## config.mk

```make
export PLATFORM = sky130hd
export DESIGN_NAME = f2_vga_timing
export DESIGN_NICKNAME = d
export VERILOG_FILES = /design/src/rtl/f2_vga_timing.sv
export SDC_FILE = /design/constraint.sdc
export NUM_CORES = 1
export LEC_CHECK = 0
export CAP_MARGIN = 15
export CORE_ASPECT_RATIO = 1.1
export CORE_UTILIZATION = 25
export CTS_CLUSTER_SIZE = 25
export DETAILED_ROUTE_END_ITERATION = 10
export SYNTH_ARGS = -nofsm -noshare
export SYNTH_HDL_FRONTEND = slang
export SYNTH_SLANG_ARGS = --single-unit
```

## constraint.sdc

```tcl
create_clock -name sysclk -period 1.6 [get_ports sysclk]
set_input_delay 0.32 -clock sysclk [delete_from_list [all_inputs] [get_ports sysclk]]
set_output_delay 0.32 -clock sysclk [all_outputs]
set_load 0.02 [all_outputs]
```

## src/rtl/f2_vga_timing.sv

```systemverilog
// VGA raster timing: pixel-rate counters, registered sync/colour outputs and a
// frame marker, clocked at twice the pixel rate with a toggling pixel enable.
module f2_vga_timing #(
  parameter int H_TOTAL     = 800,
  parameter int H_SYNC      = 96,
  parameter int H_ACT_START = 144,
  parameter int H_ACT_END   = 783,
  parameter int V_TOTAL     = 525,
  parameter int V_SYNC      = 2,
  parameter int V_ACT_START = 35,
  parameter int V_ACT_END   = 514
) (
  input  logic        sysclk,
  input  logic        rst_n,
  input  logic [2:0]  display_data,
  output logic [21:0] display_addr,
  output logic        vga_hsync,
  output logic        vga_vsync,
  output logic [2:0]  vga_rgb,
  output logic        pixel_tick,
  output logic        frame_start
);

  logic        tick_reg;
  logic [10:0] h_count_reg, h_count_next;
  logic [10:0] v_count_reg, v_count_next;
  logic        hsync_reg, vsync_reg;
  logic [2:0]  rgb_reg;
  logic        h_last, v_last, active;

  // ">=" rather than "==" so an out-of-range count recovers on the next tick
  assign h_last = h_count_reg >= 11'(H_TOTAL - 1);
  assign v_last = v_count_reg >= 11'(V_TOTAL - 1);
  assign active = (h_count_reg >= 11'(H_ACT_START)) && (h_count_reg <= 11'(H_ACT_END)) &&
                  (v_count_reg >= 11'(V_ACT_START)) && (v_count_reg <= 11'(V_ACT_END));

  always_comb begin
    h_count_next = h_count_reg + 11'd1;
    v_count_next = v_count_reg;
    if (h_last) begin
      h_count_next = 11'd0;
      v_count_next = v_last ? 11'd0 : v_count_reg + 11'd1;
    end
  end

  always_ff @(posedge sysclk or negedge rst_n) begin
    if (!rst_n) begin
      tick_reg    <= 1'b0;
      h_count_reg <= 11'd0;
      v_count_reg <= 11'd0;
      hsync_reg   <= 1'b1;
      vsync_reg   <= 1'b1;
      rgb_reg     <= 3'b000;
    end else begin
      tick_reg <= ~tick_reg;
      if (tick_reg) begin
        h_count_reg <= h_count_next;
        v_count_reg <= v_count_next;
        hsync_reg   <= ~(h_count_reg < 11'(H_SYNC));
        vsync_reg   <= ~(v_count_reg < 11'(V_SYNC));
        rgb_reg     <= active ? display_data : 3'b000;
      end
    end
  end

  // Gated by the tick so the pulse is one sysclk wide and vanishes with reset
  assign frame_start  = tick_reg && h_last && v_last;
  assign pixel_tick   = tick_reg;
  assign display_addr = {h_count_reg, v_count_reg};
  assign vga_hsync    = hsync_reg;
  assign vga_vsync    = vsync_reg;
  assign vga_rgb      = rgb_reg;

endmodule
```

[Yosys cells after proc, flatten, opt, wreduce, memory -nomap -nowiden]
Index checks and enable logic that the tools add are counted.
Storage, ports and cells
  register bits: 28
  latch bits: 0
  RAM bits: 0
  bits in read-only memories: 0
  input port bits: 5
  output and inout port bits: 29
  word-level logic and storage cells: 28
  memories kept: 0
Cells by class
  add/sub/neg operators: 2
  multiply operators: 0
  divide/modulo/power cells: 0
  magnitude comparators: 8
  equal/unequal tests: 0
  shift-type cells: 0
  mux-type cells: 3
  bitwise logic cells: 3
  reduce and logical (&&, ||, !) cells: 6
Operators with widths (count)
  11-bit by 1-bit adder with 11-bit output (second input constant): 2
  11-bit by 10-bit greater-or-equal comparator with 1-bit output (second input constant): 2
  11-bit by 10-bit less-or-equal comparator with 1-bit output (second input constant): 2
  11-bit two-way mux: 2
  11-bit by 6-bit greater-or-equal comparator with 1-bit output (second input constant): 1
  11-bit by 8-bit greater-or-equal comparator with 1-bit output (second input constant): 1
  11-bit by 2-bit < comparator with 1-bit output (second input constant): 1
  11-bit by 7-bit < comparator with 1-bit output (second input constant): 1
  1-bit logical AND: 5
  3-bit two-way mux: 1
  1-bit NOT: 3
  2-bit AND reduction: 1

[Depth between registers and ports, before layout]
  word-level depth: 5
  depth in mapped cells: 6
  gate-level depth less buffers: 5

[Worst setup path after synthesis]
Ideal clock, no wire load.
  kind: register to output
  from: register h_count_reg[1]
  to: output frame_start
  data arrival time: 1.666 ns
  data required time: 1.280 ns
  path slack: -0.386 ns
  stages on the path, launching flop included: 6
  path buffers: 0
  cells stage by stage: dfrtp_1 > ha_1 > nand3_1 > a21oi_1 > nor2_1 > nor3_1
On the way
  longest elaborated chain between the ends: 3
RTL lines
  start: declaration: RTL line 25  | logic [10:0] h_count_reg, h_count_next;
  start signal: assignment: RTL line 57  | h_count_reg <= h_count_next;
  11-bit by 10-bit greater-or-equal comparator with 1-bit output: RTL line 32  | assign h_last = h_count_reg >= 11'(H_TOTAL - 1);
  1-bit logical AND (2 in series): RTL line 67  | assign frame_start = tick_reg && h_last && v_last;
  end: declaration: RTL line 21  | output logic frame_start
Every way passes these cells.

[Worst setup path in the final report]
Same ends and word-level chain as after synthesis.

==> PnR_summary.wiki <==
{| class="wikitable"
! Metric !! Value
|-
| Final number of hold-violating endpoints || 0
|-
| FF+latch count, synth || 28
|-
| Max Slew Vio Count || 0
|-
| Last element of the critical path || frame_start
|-
| Crit Path Class || register to output port
|-
| Hold bufs inserted after CTS || 0
|-
| Number of sinks on the clock net || 28
|-
| Count of inserted antenna diode cells || 0
|-
| Relative slew slack || 75.1%
|-
| Cells after synthesis || 179
|-
| Root Buffer || sky130_fd_sc_hd__clkbuf_8
|-
| Number of buffers added by the clock tree synthesis step || 3
|-
| Total leakage power || ~1.3 nW
|-
| Total gr overflow || 0
|-
| Via Count || 1770
|-
| DRC Markers || 0
|-
| Latest clock arrival within the worst-skew pair || approximately 0.28 ns
|-
| Width of the die || 79.7 µm
|-
| Area taken by flip-flops and latches || 716 µm²
|-
| Vias in the first global route || between 1500 and 2000
|-
| Total cell area at the placement stage || 0.00250 mm²
|-
| Largest clock skew in the final design || 0.00904 ns
|-
| Clock-pin slew on the worst setup and hold paths || 0.10 ns
|-
| Number of placed I/O pins || 34
|-
| Number of enable-type register cells in the synthesized netlist || 0
|-
| First-pass GRT wire length || between 8000 and 9000 µm
|-
| Port Buf Inserts || 33
|-
| Fin nets || 282
|-
| Floorplan die area || 0.00697 mm²
|-
| Unique cell type count in the Yosys netlist || 47
|-
| Fraction of final layout cells sized beyond drive strength 1 || 43.4%
|-
| Register area share after synthesis || 42.4%
|-
| Final setup viols || 21
|-
| Violations in the final reports || setup timing
|-
| Most used flip-flop cell after synthesis || sky130_fd_sc_hd__dfrtp_1
|-
| Reg-to-Reg End || v_count_reg[8]$_DFFE_PN0P_
|-
| Max-capacitance violation count || 0
|-
| Clock tree from TritonCTS || yes
|-
| Number of DRC markers in iteration 0 || 52
|-
| Maximum number of pins on one net before global-route repair || 29
|-
| Die height || between 80 and 90 µm
|-
| Total Routing Usage GR || 16.4%
|-
| Relative area change from synthesis to final layout || 70.5%
|-
| Setup repair after global routing missed its margin || yes
|-
| Result of the run || finished with violations
|-
| Power density cells || 458 mW/mm²
|-
| Largest vdd supply drop || approximately 0.27 mV
|-
| Avg Inst Size Synth || 9.28 µm²
|-
| Launch point of the critical path || h_count_reg[1]$_DFFE_PN0P_
|-
| Worst R2R Start || h_count_reg[7]$_DFFE_PN0P_
|-
| Vias/cell || 5.03
|-
| FF-to-FF path depth || 6
|-
| Number of rows in the core area || 30
|-
| Number of levels the H-tree was split into || 1
|-
| Syn. warnings || 0
|-
| Fraction of synthesis flops using an asynchronous set or reset pin || 100%
|-
| Final worst-path cycle share || 112%
|-
| Total Routed Length || around 5300 µm
|-
| Number of standard cells in the layout, taps in and fillers out || between 300 and 400
|-
| Placer's final routability congestion estimate || 0.786
|-
| Core region area || 0.00631 mm²
|-
| Number of placed instances, taps included || ~330
|-
| ANT nets after route || 0
|-
| Endpoint kind of the worst setup timing path || output port
|-
| Maximum clock rate || 560 MHz
|-
| Multi-input logic area || 0.00104 mm²
|-
| Worst hold-check path type || primary input to asynchronous set/reset pin
|-
| Area fraction of the dominant cell type after synthesis || around two fifths
|-
| Total iterations of the first detailed-routing run || 4
|-
| Area of the mapped netlist || 0.00166 mm²
|-
| Actual slew at the worst max-slew pin || 0.364 ns
|-
| R2R Setup Slk || -0.17 ns
|-
| Detail Placement HPWL || 3630 µm
|-
| Finished Cell Area || 0.00283 mm²
|-
| Antenna violations before repair || 0
|-
| Number of inserted filler cells in the final layout || 631
|-
| Main area contributors after synthesis || sky130_fd_sc_hd__dfrtp_1 (39%), sky130_fd_sc_hd__inv_1 (3.6%), sky130_fd_sc_hd__dfstp_2 (3.2%), sky130_fd_sc_hd__ha_1 (3.0%), sky130_fd_sc_hd__nor2_1 (2.9%)
|-
| Post-Synthesis Net Count || 188
|-
| Startpoint class of the critical path || register
|-
| Worst endpoint required time || 1.28 ns
|-
| Max FO, Critical Path || 3
|-
| Final min period || approximately 1.8 ns
|-
| Final Hold Slack || 0.413 ns
|-
| Average wire per cell in the routed design || 15.2 µm
|-
| Initial Utilization || 26.3%
|-
| Arrival @ worst endpoint || 1.47 ns
|-
| Setup WS post-layout || -0.186 ns
|-
| Number of buffers on the longest clock path || 2
|-
| Library cell occupying the most area in the post-synthesis netlist || sky130_fd_sc_hd__dfrtp_1
|}
==> report_power, final <==
part | switching, mW | internal [mW]
logic | 0.0154 | 0.0107
clock network | 0.227 | 0.335
registers | 0 | 0.707
total | 0.243 | 1.05
==> routing by layer <==
metal  up-vias  GRT usage (%)  share of wire [%]
li1        861              -                  -
met1       862           19.8                 42
met4         0           6.94                2.3
met5         -              0                  0
met2        37           29.4                 52
met3        10           1.78                3.4
==> worst min-delay path by stage <==
| stage | slack, ns | startpoint | to |
|---|---|---|---|
| after CTS | 0.43 | rst_n | h_count_reg[6]$_DFFE_PN0P_ |
| after global routing | 0.43 | rst_n | h_count_reg[6]$_DFFE_PN0P_ |
| final | 0.41 | rst_n | h_count_reg[10]$_DFFE_PN0P_ |
| after floorplan | 0.02 | rst_n | h_count_reg[0]$_DFFE_PN0P_ |
| after detailed placement | 0.49 | vga_hsync$_DFFE_PN1P_ | vga_hsync$_DFFE_PN1P_ |
| after global placement | 0.48 | vga_vsync$_DFFE_PN1P_ | vga_vsync$_DFFE_PN1P_ |
==> placed cells by master, fill, tap and decap left out, types with 7 or more instances in the layout <==
master                          count
sky130_fd_sc_hd__buf_4             56
sky130_fd_sc_hd__buf_6              7
sky130_fd_sc_hd__dfrtp_1           16
sky130_fd_sc_hd__dfrtp_2           10
sky130_fd_sc_hd__dlygate4sd2_1     21
sky130_fd_sc_hd__inv_1             16
sky130_fd_sc_hd__nand2_1           12
sky130_fd_sc_hd__nand4_1            7
sky130_fd_sc_hd__nor2_1            10
==> per-stage QoR <==
step	utilization (%)	TNS [ns]	total power, mW	setup WS [ns]
2_1_floorplan	-	-0.796	0.722	-0.162
3_3_place_gp	39.7	-1.47	0.748	-0.415
3_5_place_dp	39.7	-1.74	0.749	-0.432
4_1_cts	44.0	-1.79	1.31	-0.223
5_1_grt	44.9	-3.78	1.35	-0.290
6_report	44.9	-1.58	1.30	-0.186
==> critical path: stages (launching register included) <==
cell	delay, ns
sky130_fd_sc_hd__dfrtp_2	0.41
sky130_fd_sc_hd__ha_4	0.15
sky130_fd_sc_hd__nand3_4	0.08
sky130_fd_sc_hd__a21oi_2	0.14
sky130_fd_sc_hd__nor2_1	0.08
sky130_fd_sc_hd__nor3_2	0.15
sky130_fd_sc_hd__buf_4	0.17
==> cells by family after synthesis <==
group           Yosys count  synth area share (%)
compound gates           49                  23.4
buf+inv                  25                  5.95
flops                    28                  42.4
xor+xnor                  3                  1.58
mux                       4                  2.41
simple gates             66                  21.3
fa+ha+maj                 4                  3.01
==> what timing repair did <==
item                       in CTS  in global routing
resized for setup              56                 17
setup endpoints to repair      48                 30
cloned                          1                  0
pin swaps                      15                  8
buffers inserted                8                  7
==> Yosys cell counts (all sizes together), types with 2 or more instances <==
cell / count
a2111oi: 3
a21o: 2
a21oi: 7
a221o: 2
a221oi: 5
a32o: 3
and3: 3
buf: 4
clkbuf: 5
dfrtp: 26
dfstp: 2
ha: 4
inv: 16
mux2i: 4
nand2: 13
nand3: 8
nand4: 7
nor2: 13
nor3: 5
nor4: 2
o21ai: 5
o22ai: 6
o2bb2ai: 2
o32a: 3
o32ai: 3
or3: 7
or4: 2
xor2: 2
==> area by class of cell <==
class                           instances  area share (%)
Multi-Input combinational cell        126            36.7
Timing Repair Buffer                   98            29.8
Sequential cell                        28            25.3
Tap cell                               80            3.54
Inverter                               16            2.12
Clock buffer                            3            1.46
Clock inverter                          1            1.06
(Power assumes the default switching activity.)
